File: config.mk
export PLATFORM = sky130hd
export DESIGN_NAME = rng_scheduler
export DESIGN_NICKNAME = d
export VERILOG_FILES = /design/src/rtl/rng_pkg.sv /design/src/rtl/rr_arbiter.sv /design/src/rtl/rng_scheduler.sv
export SDC_FILE = /design/constraint.sdc
export NUM_CORES = 1
export LEC_CHECK = 0
export CAP_MARGIN = 20
export CORE_ASPECT_RATIO = 0.75
export CORE_MARGIN = 3
export CORE_UTILIZATION = 45
export DETAILED_ROUTE_END_ITERATION = 16
export PLACE_DENSITY = 0.72
export SLEW_MARGIN = 30
export SYNTH_ARGS = -nofsm -noshare
export SYNTH_HDL_FRONTEND = slang
export SYNTH_SLANG_ARGS = --single-unit
File: constraint.sdc
create_clock -name Clk -period 4.75 [get_ports Clk]
set_input_delay 1.425 -clock Clk [delete_from_list [all_inputs] [get_ports Clk]]
set_output_delay 1.425 -clock Clk [all_outputs]
set_load 0.01 [all_outputs]
File: src/rtl/rng_pkg.sv
// Shared types and helpers for the random-number scheduler.
package rng_pkg;

   localparam int unsigned NIBBLE_W = 4;
   localparam int unsigned MAX_W    = 32;

   typedef enum logic [1:0] {
      IDLE   = 2'd0,
      GATHER = 2'd1,
      CHECK  = 2'd2,
      DONE   = 2'd3
   } state_e;

   // Smallest 2^k-1 covering limit-1; limit 0 selects the full range.
   function automatic logic [MAX_W-1:0] range_mask(input logic [MAX_W-1:0] lim);
      logic [MAX_W-1:0] v;
      if (lim == '0) begin
         v = '1;
      end else begin
         v = lim - MAX_W'(1);
         v = v | (v >> 1);
         v = v | (v >> 2);
         v = v | (v >> 4);
         v = v | (v >> 8);
         v = v | (v >> 16);
      end
      return v;
   endfunction

endpackage

File: src/rtl/rr_arbiter.sv
// Combinational round-robin search: first set request at or above the pointer, with wrap.
module rr_arbiter #(
   parameter int unsigned NUM_REQ = 4,
   localparam int unsigned IDX_W  = $clog2(NUM_REQ)
) (
   input  logic [NUM_REQ-1:0] req,
   input  logic [IDX_W-1:0]   ptr,
   output logic [IDX_W-1:0]   grant_c,
   output logic               valid_c
);

   always_comb begin
      int unsigned idx;
      grant_c = '0;
      valid_c = 1'b0;
      idx     = 0;
      for (int unsigned off = 0; off < NUM_REQ; off++) begin
         idx = (32'(ptr) + off) % NUM_REQ;
         if (!valid_c && req[IDX_W'(idx)]) begin
            valid_c = 1'b1;
            grant_c = IDX_W'(idx);
         end
      end
   end

endmodule

File: src/rtl/rng_scheduler.sv
// Shares one 4-bit random source among requesters, building range-limited words
// with masking plus bounded rejection sampling.
module rng_scheduler
   import rng_pkg::*;
#(
   parameter int unsigned NUM_REQ   = 4,
   parameter int unsigned OUT_W     = 16,
   parameter int unsigned MAX_RETRY = 3
) (
   input  logic                     Clk,
   input  logic                     Reset,
   input  logic [NIBBLE_W-1:0]      rand_nibble,
   input  logic [NUM_REQ-1:0]       req,
   input  logic [NUM_REQ*OUT_W-1:0] limit,
   output logic [NUM_REQ-1:0]       ack,
   output logic [OUT_W-1:0]         rand_out,
   output logic                     busy
);

   localparam int unsigned IDX_W   = $clog2(NUM_REQ);
   localparam int unsigned NIB_CNT = OUT_W / NIBBLE_W;
   localparam int unsigned CNT_W   = $clog2(NIB_CNT) + 1;
   localparam int unsigned RETRY_W = $clog2(MAX_RETRY + 2);

   state_e             state_q, state_d;
   logic [IDX_W-1:0]   ptr_q, ptr_d;
   logic [IDX_W-1:0]   grant_q, grant_d;
   logic [OUT_W-1:0]   limit_q, limit_d;
   logic [OUT_W-1:0]   mask_q, mask_d;
   logic [OUT_W-1:0]   shift_q, shift_d;
   logic [RETRY_W-1:0] retry_q, retry_d;
   logic [CNT_W-1:0]   gcnt_q, gcnt_d;
   logic [OUT_W-1:0]   rand_out_q, rand_out_d;
   logic [NUM_REQ-1:0] ack_q, ack_d;
   logic               busy_q, busy_d;

   logic [IDX_W-1:0]   grant_c;
   logic               valid_c;
   logic [OUT_W-1:0]   lim_sel_c;
   logic [OUT_W-1:0]   masked_c;

   rr_arbiter #(.NUM_REQ(NUM_REQ)) u_arb (
      .req     (req),
      .ptr     (ptr_q),
      .grant_c (grant_c),
      .valid_c (valid_c)
   );

   // Limit slice belonging to the candidate requester.
   always_comb begin
      lim_sel_c = '0;
      for (int unsigned i = 0; i < NUM_REQ; i++) begin
         if (grant_c == IDX_W'(i)) lim_sel_c = limit[i*OUT_W +: OUT_W];
      end
   end

   assign masked_c = shift_q & mask_q;

   always_comb begin
      state_d    = state_q;
      ptr_d      = ptr_q;
      grant_d    = grant_q;
      limit_d    = limit_q;
      mask_d     = mask_q;
      shift_d    = shift_q;
      retry_d    = retry_q;
      gcnt_d     = gcnt_q;
      rand_out_d = rand_out_q;
      ack_d      = '0;
      case (state_q)
         IDLE: begin
            if (valid_c) begin
               grant_d = grant_c;
               limit_d = lim_sel_c;
               mask_d  = OUT_W'(range_mask(MAX_W'(lim_sel_c)));
               retry_d = '0;
               gcnt_d  = '0;
               state_d = GATHER;
            end
         end
         GATHER: begin
            // First nibble drifts down to the LSBs as later ones arrive.
            shift_d = {rand_nibble, shift_q[OUT_W-1:NIBBLE_W]};
            if (gcnt_q == CNT_W'(NIB_CNT - 1)) state_d = CHECK;
            else                               gcnt_d  = gcnt_q + CNT_W'(1);
         end
         CHECK: begin
            if (limit_q == '0 || masked_c < limit_q) begin
               rand_out_d = masked_c;
               ack_d      = NUM_REQ'(1) << grant_q;
               state_d    = DONE;
            end else if (retry_q < RETRY_W'(MAX_RETRY)) begin
               retry_d = retry_q + RETRY_W'(1);
               gcnt_d  = '0;
               state_d = GATHER;
            end else begin
               // masked <= 2*limit-2, so one subtraction lands inside the range.
               rand_out_d = masked_c - limit_q;
               ack_d      = NUM_REQ'(1) << grant_q;
               state_d    = DONE;
            end
         end
         DONE: begin
            ptr_d   = (grant_q == IDX_W'(NUM_REQ - 1)) ? '0 : grant_q + IDX_W'(1);
            state_d = IDLE;
         end
         default: state_d = IDLE;
      endcase
      busy_d = (state_d != IDLE);
   end

   always_ff @(posedge Clk) begin
      if (Reset) begin
         state_q    <= IDLE;
         ptr_q      <= '0;
         grant_q    <= '0;
         limit_q    <= '0;
         mask_q     <= '0;
         shift_q    <= '0;
         retry_q    <= '0;
         gcnt_q     <= '0;
         rand_out_q <= '0;
         ack_q      <= '0;
         busy_q     <= 1'b0;
      end else begin
         state_q    <= state_d;
         ptr_q      <= ptr_d;
         grant_q    <= grant_d;
         limit_q    <= limit_d;
         mask_q     <= mask_d;
         shift_q    <= shift_d;
         retry_q    <= retry_d;
         gcnt_q     <= gcnt_d;
         rand_out_q <= rand_out_d;
         ack_q      <= ack_d;
         busy_q     <= busy_d;
      end
   end

   assign ack      = ack_q;
   assign rand_out = rand_out_q;
   assign busy     = busy_q;

endmodule

==> results of run 1 <==
## timing repair
item / CTS / global route
endpoints found under the setup margin: 0 / 2
endpoints found under the hold margin: 0 / 0
resized for setup: 0 / 1
## cell usage in the layout (no fill, tap or decap), drive strengths merged, types with 3 or more instances in the layout
master / netlist / final
clkdlybuf4s50: 0 / 93
nor2: 93 / 93
dfxtp: 81 / 81
nand2: 73 / 73
a21oi: 66 / 66
buf: 9 / 42
nand3: 37 / 37
and2: 27 / 27
o21ai: 27 / 27
ha: 25 / 25
inv: 24 / 24
mux2i: 22 / 22
a211oi: 22 / 22
nor3: 15 / 15
xnor2: 10 / 10
clkbuf: 29 / 10
xor2: 9 / 9
nand2b: 8 / 8
mux2: 8 / 8
a21o: 7 / 7
nor2b: 6 / 6
o21bai: 6 / 6
a31oi: 5 / 5
or3: 5 / 5
nor4: 5 / 5
a41oi: 5 / 5
o21a: 4 / 4
o31a: 4 / 4
nand4: 4 / 4
o211ai: 4 / 4
or4: 3 / 3
a211o: 3 / 3
and3: 3 / 3
nand3b: 3 / 3
clkinvlp: 0 / 3
a22oi: 3 / 3
## final cells by class
class | count | area [um^2]
timing repair buffer | 135 | 1260
fill | 968 | 4330
multi-input combinational | 536 | 3420
clock buffer | 10 | 239
inverter | 24 | 90.1
sequential | 81 | 1620
clock inverter | 5 | 32.5
tap | 157 | 196
## per-layer routing
layer / share of wire (%) / vias to the layer above
met1: 49 / 2491
met4: 0.87 / 0
met3: 4.9 / 17
li1: - / 2606
met2: 45 / 136
met5: 0 / -
## how the worst max path moves through the flow
| stage | startpoint | end | slack (ns) | cells after the start |
|---|---|---|---|---|
| final | req[2] | mask_q[3]$_SDFFE_PP0P_ | 0.25 | 12 |
| after global routing | req[2] | mask_q[3]$_SDFFE_PP0P_ | 0.12 | 12 |
| after CTS | req[0] | mask_q[2]$_SDFFE_PP0P_ | 0.26 | 12 |
| after detailed placement | req[0] | mask_q[2]$_SDFFE_PP0P_ | -0.08 | 12 |
| after global placement | req[0] | mask_q[3]$_SDFFE_PP0P_ | 0.01 | 12 |
| after floorplan | req[0] | mask_q[2]$_SDFFE_PP0P_ | 0.57 | 11 |
## power breakdown
group	internal [mW]	leakage [nW]	switching, mW
Clock	0.363	0.126	0.267
Combinational	0.257	1.84	0.308
Sequential	0.715	0.663	0.0294
## kinds of logic (layout without fill, tap and decap cells)
logic type	count (synthesis)	in the layout	share of synthesized area [%]
buffers and inverters	62	174	4.86
adders and majority gates	26	26	6.28
DFF	81	81	30.6
xor gates and xnor gates	19	19	3.14
AOI/OAI and AO/OA	171	171	21.7
and+or+nand+nor	290	290	27.5
muxes	30	30	5.85
## worst register-to-register path, stage by stage, from the launching register on
cell and delay, ns:
sky130_fd_sc_hd__dfxtp_1 0.35, sky130_fd_sc_hd__and2_1 0.24, sky130_fd_sc_hd__ha_1 0.31, sky130_fd_sc_hd__a21o_1 0.21, sky130_fd_sc_hd__a2111oi_0 0.54, sky130_fd_sc_hd__and2_1 0.22
sky130_fd_sc_hd__a21oi_1 0.06, sky130_fd_sc_hd__o22a_1 0.25, sky130_fd_sc_hd__a41oi_2 0.20, sky130_fd_sc_hd__buf_4 0.22, sky130_fd_sc_hd__or3b_1 0.14, sky130_fd_sc_hd__and3b_1 0.19
sky130_fd_sc_hd__buf_4 0.32, sky130_fd_sc_hd__nor2b_1 0.25, sky130_fd_sc_hd__and2_1 0.15
## registers in the layout (all words and copies together) (netlist names)
| signal | count |
|---|---|
| mask_q | 16 |
| ptr_q | 2 |
| retry_q | 3 |
| gcnt_q | 3 |
| rand_out | 16 |
| grant_q | 2 |
| state_q | 2 |
| ack | 4 |
| shift_q | 16 |
| busy | 1 |
| limit_q | 16 |
## through the flow
stage | std cells | setup WS [ns] | utilization (%) | setup TNS (ns) | cell area, um^2
floorplan | 679 | 0.569 | - | 0 | 5300
global placement | 933 | 0.0120 | 58.9 | 0 | 6590
detailed placement | 933 | -0.0791 | 58.9 | -0.146 | 6590
CTS | 948 | 0.262 | 61.3 | 0 | 6860
global route | 948 | 0.125 | 61.3 | 0 | 6860
finish | 948 | 0.252 | 61.3 | 0 | 6860
==> qor.log, run 1 <==
qor: yosys.yosys_warnings 0
qor: global_route.antenna_found_initial 0
qor: yosys.synth_seq_cells 81
qor: die.core.rowCount 33
qor: die.floorplan.io_pins 95
qor: global_route.busiest_layer met2
qor: global_route.global_route.usage.met3 4.06%
qor: clock_tree.worst_setup_hold_path_clk_slew 0.06 ns
qor: die.initial_core_utilization 47.4%
qor: detailed_routing.postRouteWirelength 15.6 mm
qor: placed_design.port_buffers 94
qor: die.die-area 0.0131 mm^2
qor: setup_path.max_stage_delay 0.56 ns
qor: timing.maxSlewHeadroom 39.2%
qor: timing.final_cycle_utilization_of_the_critical_path 94.7%
qor: yosys.ranking_of_synthesized_cells_by_area sky130_fd_sc_hd__dfxtp_1, sky130_fd_sc_hd__nor2_1, sky130_fd_sc_hd__a21oi_1
qor: clock_tree.cts.root.buffer_cell sky130_fd_sc_hd__clkbuf_16
qor: timing.worst_pin_slew 0.912 ns
qor: setup_path.rr_startpoint shift_q[6]$_SDFFE_PP0P_
qor: global_route.gr-usage-met1 34.4%
qor: yosys.yosysMostFrequentCell sky130_fd_sc_hd__nor2_1
qor: clock_tree.clock_tree.buffer_depth 2
qor: clock_tree.clock_tree_from_tritoncts built
qor: pwr.peakVddDrop 210 uV
qor: detailed_routing.drc_errors 0
qor: timing.final_number_of_setup_violating_endpoints 0
qor: worst_hold_path.hold_end shift_q[3]$_SDFFE_PP0P_
qor: setup_path.slowest_cell_on_the_critical_path sky130_fd_sc_hd__clkdlybuf4s50_1
qor: timing.worst_clock_skew 0.00636 ns
qor: setup_path.rr_worst_depth 14
qor: placed_design.gpl_wtd_cong 0.872
qor: placed_design.detailed_placement_wirelength_estimate 12.5 mm
qor: detailed_routing.count_of_nets_left_with_antenna_violations_after_detail_routing 0
qor: yosys.ys.flop_type sky130_fd_sc_hd__dfxtp_1
qor: detailed_routing.wl_per_cell 16.4 um
qor: yosys.yosysSeqAreaShare 30.6%
qor: yosys.synthesis.area 0.00530 mm^2
qor: worst_hold_path.min_path_cells 2
qor: timing.timing.final.hold_violations 0
qor: yosys.top_cell_type_by_total_area_after_synthesis sky130_fd_sc_hd__dfxtp_1
qor: yosys.netlist-cell-type-count 71
qor: pwr.total_power 1.94 mW
qor: yosys.post_synth_top_cells sky130_fd_sc_hd__nor2_1, sky130_fd_sc_hd__dfxtp_1, sky130_fd_sc_hd__nand2_1, sky130_fd_sc_hd__a21oi_1, sky130_fd_sc_hd__nand3_1
qor: timing.rsz0062_at_grt false
qor: yosys.synth_cells 679
qor: final_layout.area.growth.synth_to_final 29.4%
qor: setup_path.timing.critical_path.required 4.97 ns
qor: pwr.power.static_leakage 2.63 nW
qor: global_route.grt_first_pass_wirelength 25.5 mm
qor: die.die_height 100 um
qor: yosys.synth_edf_count 0
qor: global_route.grt_start_max_net_pins 52
qor: clock_tree.clock_tree.htree_level_count 3
qor: yosys.avgSynthCellArea 7.81 um^2
qor: timing.timing.fmax 0.222 GHz
qor: die.fp.dieW 131 um
qor: setup_path.cp_capture_type flop
qor: final_layout.design.final.nets 887
qor: yosys.synth_top_cell_area_share 30.6%
qor: timing.finalWorstPathRequiredPeriod 4.50 ns
qor: final_layout.final_layout_size_suffix_gt1_share 11.4%
qor: setup_path.cell_chain_critical_path clkdlybuf4s50_1 -> nand2b_1 -> o211a_4 -> buf_4 -> o21ai_0 -> nand3_1 -> a22oi_2 -> nand4_4 -> o41ai_2 -> nand2_1 -> or3_4 -> o41a_1
qor: setup_path.start_kind primary input
qor: setup_path.timing.rr.end ack[0]$_SDFF_PP0_
qor: detailed_routing.drtIter0Drc 405
qor: clock_tree.cts_hold_buf 0
qor: run.timing.max_cap.violations 0
qor: clock_tree.tritoncts.num_buffers 9
qor: setup_path.timing.reg2reg.setup_slack 1.06 ns
qor: timing.finalMaxSlewViolations 0
qor: yosys.synth_fp_nets 779
qor: detailed_routing.drt_pre_antenna_iters 5
qor: setup_path.cp_max_fo 10
qor: pwr.pwr_density_cell 283 mW/mm^2
qor: run_status.run_status finished clean
qor: clock_tree.postCtsSetupRepairBufs 0
qor: yosys.synthArstFlopShare 0%
qor: clock_tree.cts.sinks 81
qor: setup_path.worst-endpoint-arrival 4.72 ns
qor: setup_path.setup.worst_path.class primary input to flop
qor: global_route.gr-usage-all-layers 23.8%
qor: timing.holdWs 0.453 ns
qor: detailed_routing.num_vias 5250
qor: die.core_area 0.0112 mm^2
qor: setup_path.critical_path_buf_inv_count 2
qor: clock_tree.clock_latency 0.34 ns
qor: detailed_routing.via_per_inst 5.54
qor: global_route.grt.met2_usage 38.3%
qor: worst_hold_path.min_path_type flop to flop
qor: setup_path.crit_family compound AO/OA/AOI/OAI gates
qor: global_route.globalRoute.totalOverflow 0
qor: final_layout.num_antenna_cells 0
qor: global_route.number_of_global_route_vias_before_repair 5037
qor: worst_hold_path.holdCritStartpoint shift_q[3]$_SDFFE_PP0P_
Power figures use the tool's default switching activity.
==> run 2: changes to the inputs <==
==> constraint.sdc (replaced) <==
create_clock -name Clk -period 4.75 [get_ports Clk]
set_input_delay 0.95 -clock Clk [delete_from_list [all_inputs] [get_ports Clk]]
set_output_delay 0.95 -clock Clk [all_outputs]
set_load 0.01 [all_outputs]
==> run 2 against run 1 <==
  * Critical path depth decreased by 1
  * Combinational power decreased by 5.7%
  * Final area decreased by 2.4%
  * Highest routed layer unchanged
==> qor.log, run 2 (synthesized netlist as in run 1, its figures left out) <==
qor: final_layout.design.final.nets 860 [-3.0%]
qor: detailed_routing.postRouteWirelength 15.7 mm [+0.62%]
qor: clock_tree.clock_tree.buffer_depth 2 [unchanged]
qor: detailed_routing.count_of_nets_left_with_antenna_violations_after_detail_routing 0 [unchanged]
qor: timing.timing.fmax 0.240 GHz [+7.9%]
qor: detailed_routing.drc_errors 0 [unchanged]
qor: timing.timing.final.hold_violations 0 [unchanged]
qor: global_route.number_of_global_route_vias_before_repair 5081 [+0.87%]
qor: clock_tree.tritoncts.num_buffers 9 [unchanged]
qor: detailed_routing.wl_per_cell 17.0 um [+3.5%]
qor: timing.final.setup.tns 0 ns [unchanged]
qor: final_layout.final_layout_size_suffix_gt1_share 8.37% [-3.0 points]
qor: timing.worst_pin_slew 0.874 ns [-0.0384 ns]
qor: pwr.peakVddDrop 209 uV [-0.85%]
qor: final_layout.fin_util 59.9% [-1.4 points]
qor: timing.finalMaxSlewViolations 0 [unchanged]
qor: die.fp.dieW 131 um [unchanged]
qor: clock_tree.clock_latency 0.34 ns [about the same]
qor: pwr.power.static_leakage 2.53 nW [-4.0%]
qor: placed_design.post-place-ws 0.194 ns [+0.273 ns]
qor: clock_tree.cts_hold_buf 0 [unchanged]
qor: pwr.pwr_density_cell 296 mW/mm^2 [+4.9%]
qor: timing.worst_clock_skew 0.00733 ns [+0.000977 ns]
qor: die.floorplan.io_pins 95 [unchanged]
qor: placed_design.placed_cells_incl_taps 906 [-2.9%]
qor: timing.post-route-worst-setup-slack 0.582 ns [+0.330 ns]
qor: setup_path.setup.worst_path.class primary input to flop
qor: final_layout.layout_commonest_cell sky130_fd_sc_hd__clkdlybuf4s50_1
qor: setup_path.worst-endpoint-arrival 4.39 ns [-0.33 ns]
qor: clock_tree.cts_resized 0 [unchanged]
qor: setup_path.cell_chain_critical_path clkdlybuf4s50_1 -> nand2b_1 -> a21oi_2 -> or3_1 -> nand3_1 -> a22oi_1 -> or3b_1 -> a211oi_1 -> a21o_1 -> nand4_1 -> o41a_1
qor: setup_path.crit_family compound AO/OA/AOI/OAI gates
qor: global_route.globalRoute.totalOverflow 0 [unchanged]
qor: run.timing.max_cap.violations 0 [unchanged]
qor: placed_design.detailed_placement_wirelength_estimate 12.2 mm [-1.8%]
qor: global_route.grt_first_pass_wirelength 25.4 mm [-0.43%]
qor: die.die_height 100 um [unchanged]
qor: die.core_area 0.0112 mm^2 [unchanged]
qor: timing.maxSlewHeadroom 41.5% [+2.3 points]
qor: run_status.run_status finished clean
qor: timing.rsz0062_at_grt false
qor: global_route.gr-usage-all-layers 23.8% [+0.067 points]
qor: clock_tree.cts.root.buffer_cell sky130_fd_sc_hd__clkbuf_16
qor: die.initial_core_utilization 47.4% [unchanged]
qor: detailed_routing.drtIter0Drc 476 [+18%]
qor: timing.final_number_of_setup_violating_endpoints 0 [unchanged]
qor: setup_path.critical_path_buf_inv_count 1 [-1]
qor: final_layout.area.growth.synth_to_final 26.4%
qor: setup_path.slowest_cell_on_the_critical_path sky130_fd_sc_hd__a22oi_1
qor: clock_tree.cts.sinks 81 [unchanged]
qor: clock_tree.postCtsSetupRepairBufs 0 [unchanged]
qor: setup_path.start_kind primary input
qor: timing.final_cycle_utilization_of_the_critical_path 87.7% [-7.0 points]
qor: global_route.antenna_found_initial 0 [unchanged]
qor: setup_path.timing.critical_path.required 4.97 ns [about the same]
qor: detailed_routing.drt_pre_antenna_iters 6 [+1]
qor: die.core.rowCount 33 [unchanged]
qor: pwr.total_power 1.99 mW [+2.4%]
qor: setup_path.cp_capture_type flop
qor: global_route.grt_start_max_net_pins 63 [+21%]
qor: final_layout.num_antenna_cells 0 [unchanged]
qor: detailed_routing.num_vias 5240 [-0.19%]
qor: detailed_routing.via_per_inst 5.68 [+2.6%]
qor: clock_tree.clock_tree_from_tritoncts built
qor: die.die-area 0.0131 mm^2 [unchanged]
qor: clock_tree.clock_tree.htree_level_count 3 [unchanged]
qor: setup_path.cp_max_fo 9 [-1]
qor: final_layout.final-instance-count-excl-fill 922 [-2.7%]
qor: worst_hold_path.min_path_type flop to flop
qor: setup_path.max_stage_delay 0.61 ns [+0.05 ns]
qor: placed_design.port_buffers 94 [unchanged]
qor: placed_design.gpl_wtd_cong 0.921 [+5.6%]
qor: clock_tree.worst_setup_hold_path_clk_slew 0.05 ns [about the same]
qor: final_layout.commonest_non_fill_non_tap_cells_in_the_layout sky130_fd_sc_hd__clkdlybuf4s50_1, sky130_fd_sc_hd__nor2_1, sky130_fd_sc_hd__dfxtp_1
qor: timing.finalWorstPathRequiredPeriod 4.17 ns [-0.330 ns]
[run 2: cell type report]
type / instances / area (um^2)
Multi-Input combinational cell: 536 / 3430
Clock buffer: 12 / 256
Clock inverter: 4 / 51.3
Sequential cell: 81 / 1620
Timing Repair Buffer: 108 / 1060
Inverter: 24 / 90.1
Tap cell: 157 / 196
Fill cell: 974 / 4490
[run 2: worst paths after layout]
kind | start | endpoint | slack [ns] | depth (start not counted)
hold / removal | shift_q[2]$_SDFFE_PP0P_ | shift_q[2]$_SDFFE_PP0P_ | 0.46 | 2
setup reg to reg | mask_q[0]$_SDFFE_PP0P_ | gcnt_q[0]$_SDFFE_PP0P_ | 1.10 | 14
hold reg to reg | shift_q[2]$_SDFFE_PP0P_ | shift_q[2]$_SDFFE_PP0P_ | 0.46 | 2
setup / recovery | req[2] | mask_q[2]$_SDFFE_PP0P_ | 0.58 | 11
[run 2: per-stage QoR]
| step | instance area, um^2 | hold WS [ns] |
|---|---|---|
| floorplan | 5300 | 0.432 |
| global placement | 6380 | 0.444 |
| detailed placement | 6390 | 0.450 |
| CTS | 6700 | 0.458 |
| global route | 6700 | 0.474 |
| finish | 6700 | 0.457 |
[run 2: tightest hold or removal path, cell delays in order (launching register included)]
cell,delay [ns]
sky130_fd_sc_hd__dfxtp_1,0.30
sky130_fd_sc_hd__nand2_1,0.05
sky130_fd_sc_hd__a21oi_1,0.06
[run 2: report_power, final]
| group | switching (mW) | internal [mW] |
|---|---|---|
| Clock | 0.274 | 0.436 |
| Sequential | 0.0281 | 0.715 |
| Combinational | 0.302 | 0.231 |
| Total | 0.604 | 1.38 |
[run 2: routing by layer]
metal	track usage, %	vias to the layer above	share of wire [%]
met5	0	-	0
met4	4.76	0	1.1
met3	4.76	24	5.9
met2	39.7	191	46
met1	32.6	2469	47
li1	-	2556	-
==> variant, RTL diff (settings of run 2) <==
`NUM_REQ` is set to 4 in 2 places; all go to 2.
--- a/src/rtl/rr_arbiter.sv
+++ b/src/rtl/rr_arbiter.sv
@@ -2,3 +2,3 @@
 module rr_arbiter #(
-   parameter int unsigned NUM_REQ = 4,
+   parameter int unsigned NUM_REQ = 2,
    localparam int unsigned IDX_W  = $clog2(NUM_REQ)
--- a/src/rtl/rng_scheduler.sv
+++ b/src/rtl/rng_scheduler.sv
@@ -5,3 +5,3 @@
 #(
-   parameter int unsigned NUM_REQ   = 4,
+   parameter int unsigned NUM_REQ   = 2,
    parameter int unsigned OUT_W     = 16,
Interface: changed (resized ack, limit and req); port bits go from 95 to 59. No check against the original RTL was run, so the function may have changed too.
==> variant against run 2 <==
- sequential share of layout area up 3.1 points
- area after synthesis down 12%
- wire length down 24%
- sequential cell count down 4
- cell count down 16%
- final area down 16%
- setup slack worse by 0.022 ns
- power down 12%
- critical path type unchanged
==> variant: results (changes against run 2) <==
| Metric | Value |
|---|---|
| Final WL | `12,000 µm (-24%)` |
| Share of final-layout standard cells stronger than drive strength 1 | `0.0640 (-0.0197)` |
| Buffers on Ports | `58 (-38%)` |
| First-pass GRT wire length | `19,500 µm (-23%)` |
| P_leak | `2.22 nW (-12%)` |
| Fillers | `921 (-5.4%)` |
| Met1 usage | `0.277 (-0.0497)` |
| Status | `finished, final reports clean` |
| Largest net degree at the start of global routing | `52 (-17%)` |
| Synth cell types | `58 (-18%)` |
| Grt met2 use | `0.346 (-0.0513)` |
| Cell internal pwr | `1.24 mW (-10%)` |
| DP Area | `5350 µm² (-16%)` |
| Drt pass-1 iters | `5 (-1)` |
| Post-DP HPWL | `9140 µm (-25%)` |
| Final #Nets | `698 (-19%)` |
| Via Count | `4,369 (-17%)` |
| Synth top area cells | `dfxtp_1 (33%), nor2_1 (6.2%), ha_1 (5.7%)` |
| CP max FO | `6 (-3)` |
| Peak supply drop | `274 µV (+31%)` |
| Post-synthesis sequential area ratio | `0.332 (+0.0260)` |
| Placement Setup Slack | `0.236 ns (+0.0424 ns)` |
| Arrival @ worst endpoint | `4.40 ns (about the same)` |
| Met3 usage | `0.0560 (+0.00840)` |
| Slowest stage cell on the critical path | `or4b_4` |
| Synth cell count leaders | `dfxtp_1 (77), nor2_1 (77), nand2_1 (70), a21oi_1 (39), a211oi_1 (32)` |
| Iteration-0 DRC Markers | `288 (-39%)` |
| Total GRT Usage | `0.211 (-0.0275)` |
## variant: power groups by stage
stage               logic (mW)  registers [mW]  clock network, mW
floorplan                0.239           0.713                  0
global placement         0.331           0.724                  0
detailed placement       0.341           0.725                  0
CTS                      0.343           0.711              0.706
global route             0.382           0.716              0.735
finish                   0.346           0.711              0.694
## variant: worst paths after layout
| check | from | to | slack [ns] | cells after the start |
|---|---|---|---|---|
| setup / recovery | req[0] | mask_q[0]$_SDFFE_PP0P_ | 0.56 | 12 |
| setup reg to reg | ptr_q$_SDFFE_PP0N_ | mask_q[0]$_SDFFE_PP0P_ | 1.31 | 11 |
| hold reg to reg | shift_q[1]$_SDFFE_PP0P_ | shift_q[1]$_SDFFE_PP0P_ | 0.46 | 2 |
| hold / removal | shift_q[1]$_SDFFE_PP0P_ | shift_q[1]$_SDFFE_PP0P_ | 0.46 | 2 |
## variant: layer usage
layer	part of all wire	vias up
li1	-	2208
met1	0.47	2028
met2	0.46	122
met3	0.059	11
met4	0.011	0
met5	0	-
## variant: worst max-delay path: cells and delay by family
kind                     cells  cell delay (ns)
AO/OA/AOI/OAI                2             0.47
adder cells (fa/ha/maj)      1             0.33
AND/OR/NAND/NOR              6             1.62
XOR/XNOR                     1             0.19
buffers and inverters        1             0.52
multiplexers                 1             0.32
## variant: per-stage QoR
step,std cells,power (mW)
after detailed placement,757,1.07
after global routing,773,1.83
final,773,1.75
after CTS,773,1.76
after floorplan,586,0.952
after global placement,757,1.06
## variant: final cells by class
class / instances / area [µm²] / share of cell area
clock inverter: 6 / 71.3 / 0.0126
inverter: 24 / 90.1 / 0.0159
clock buffer: 10 / 229 / 0.0405
tap: 132 / 165 / 0.0292
multi-input combinational: 456 / 2900 / 0.514
timing repair buffer: 68 / 651 / 0.115
sequential: 77 / 1540 / 0.273
## variant: cells by family after synthesis
family          count (synthesis)  synth area share
simple gates                  251             0.267
compound gates                145             0.219
flops                          77             0.332
buf+inv                        53            0.0445
fa+ha+maj                      22            0.0609
xor+xnor                       19            0.0358
mux                            19            0.0418
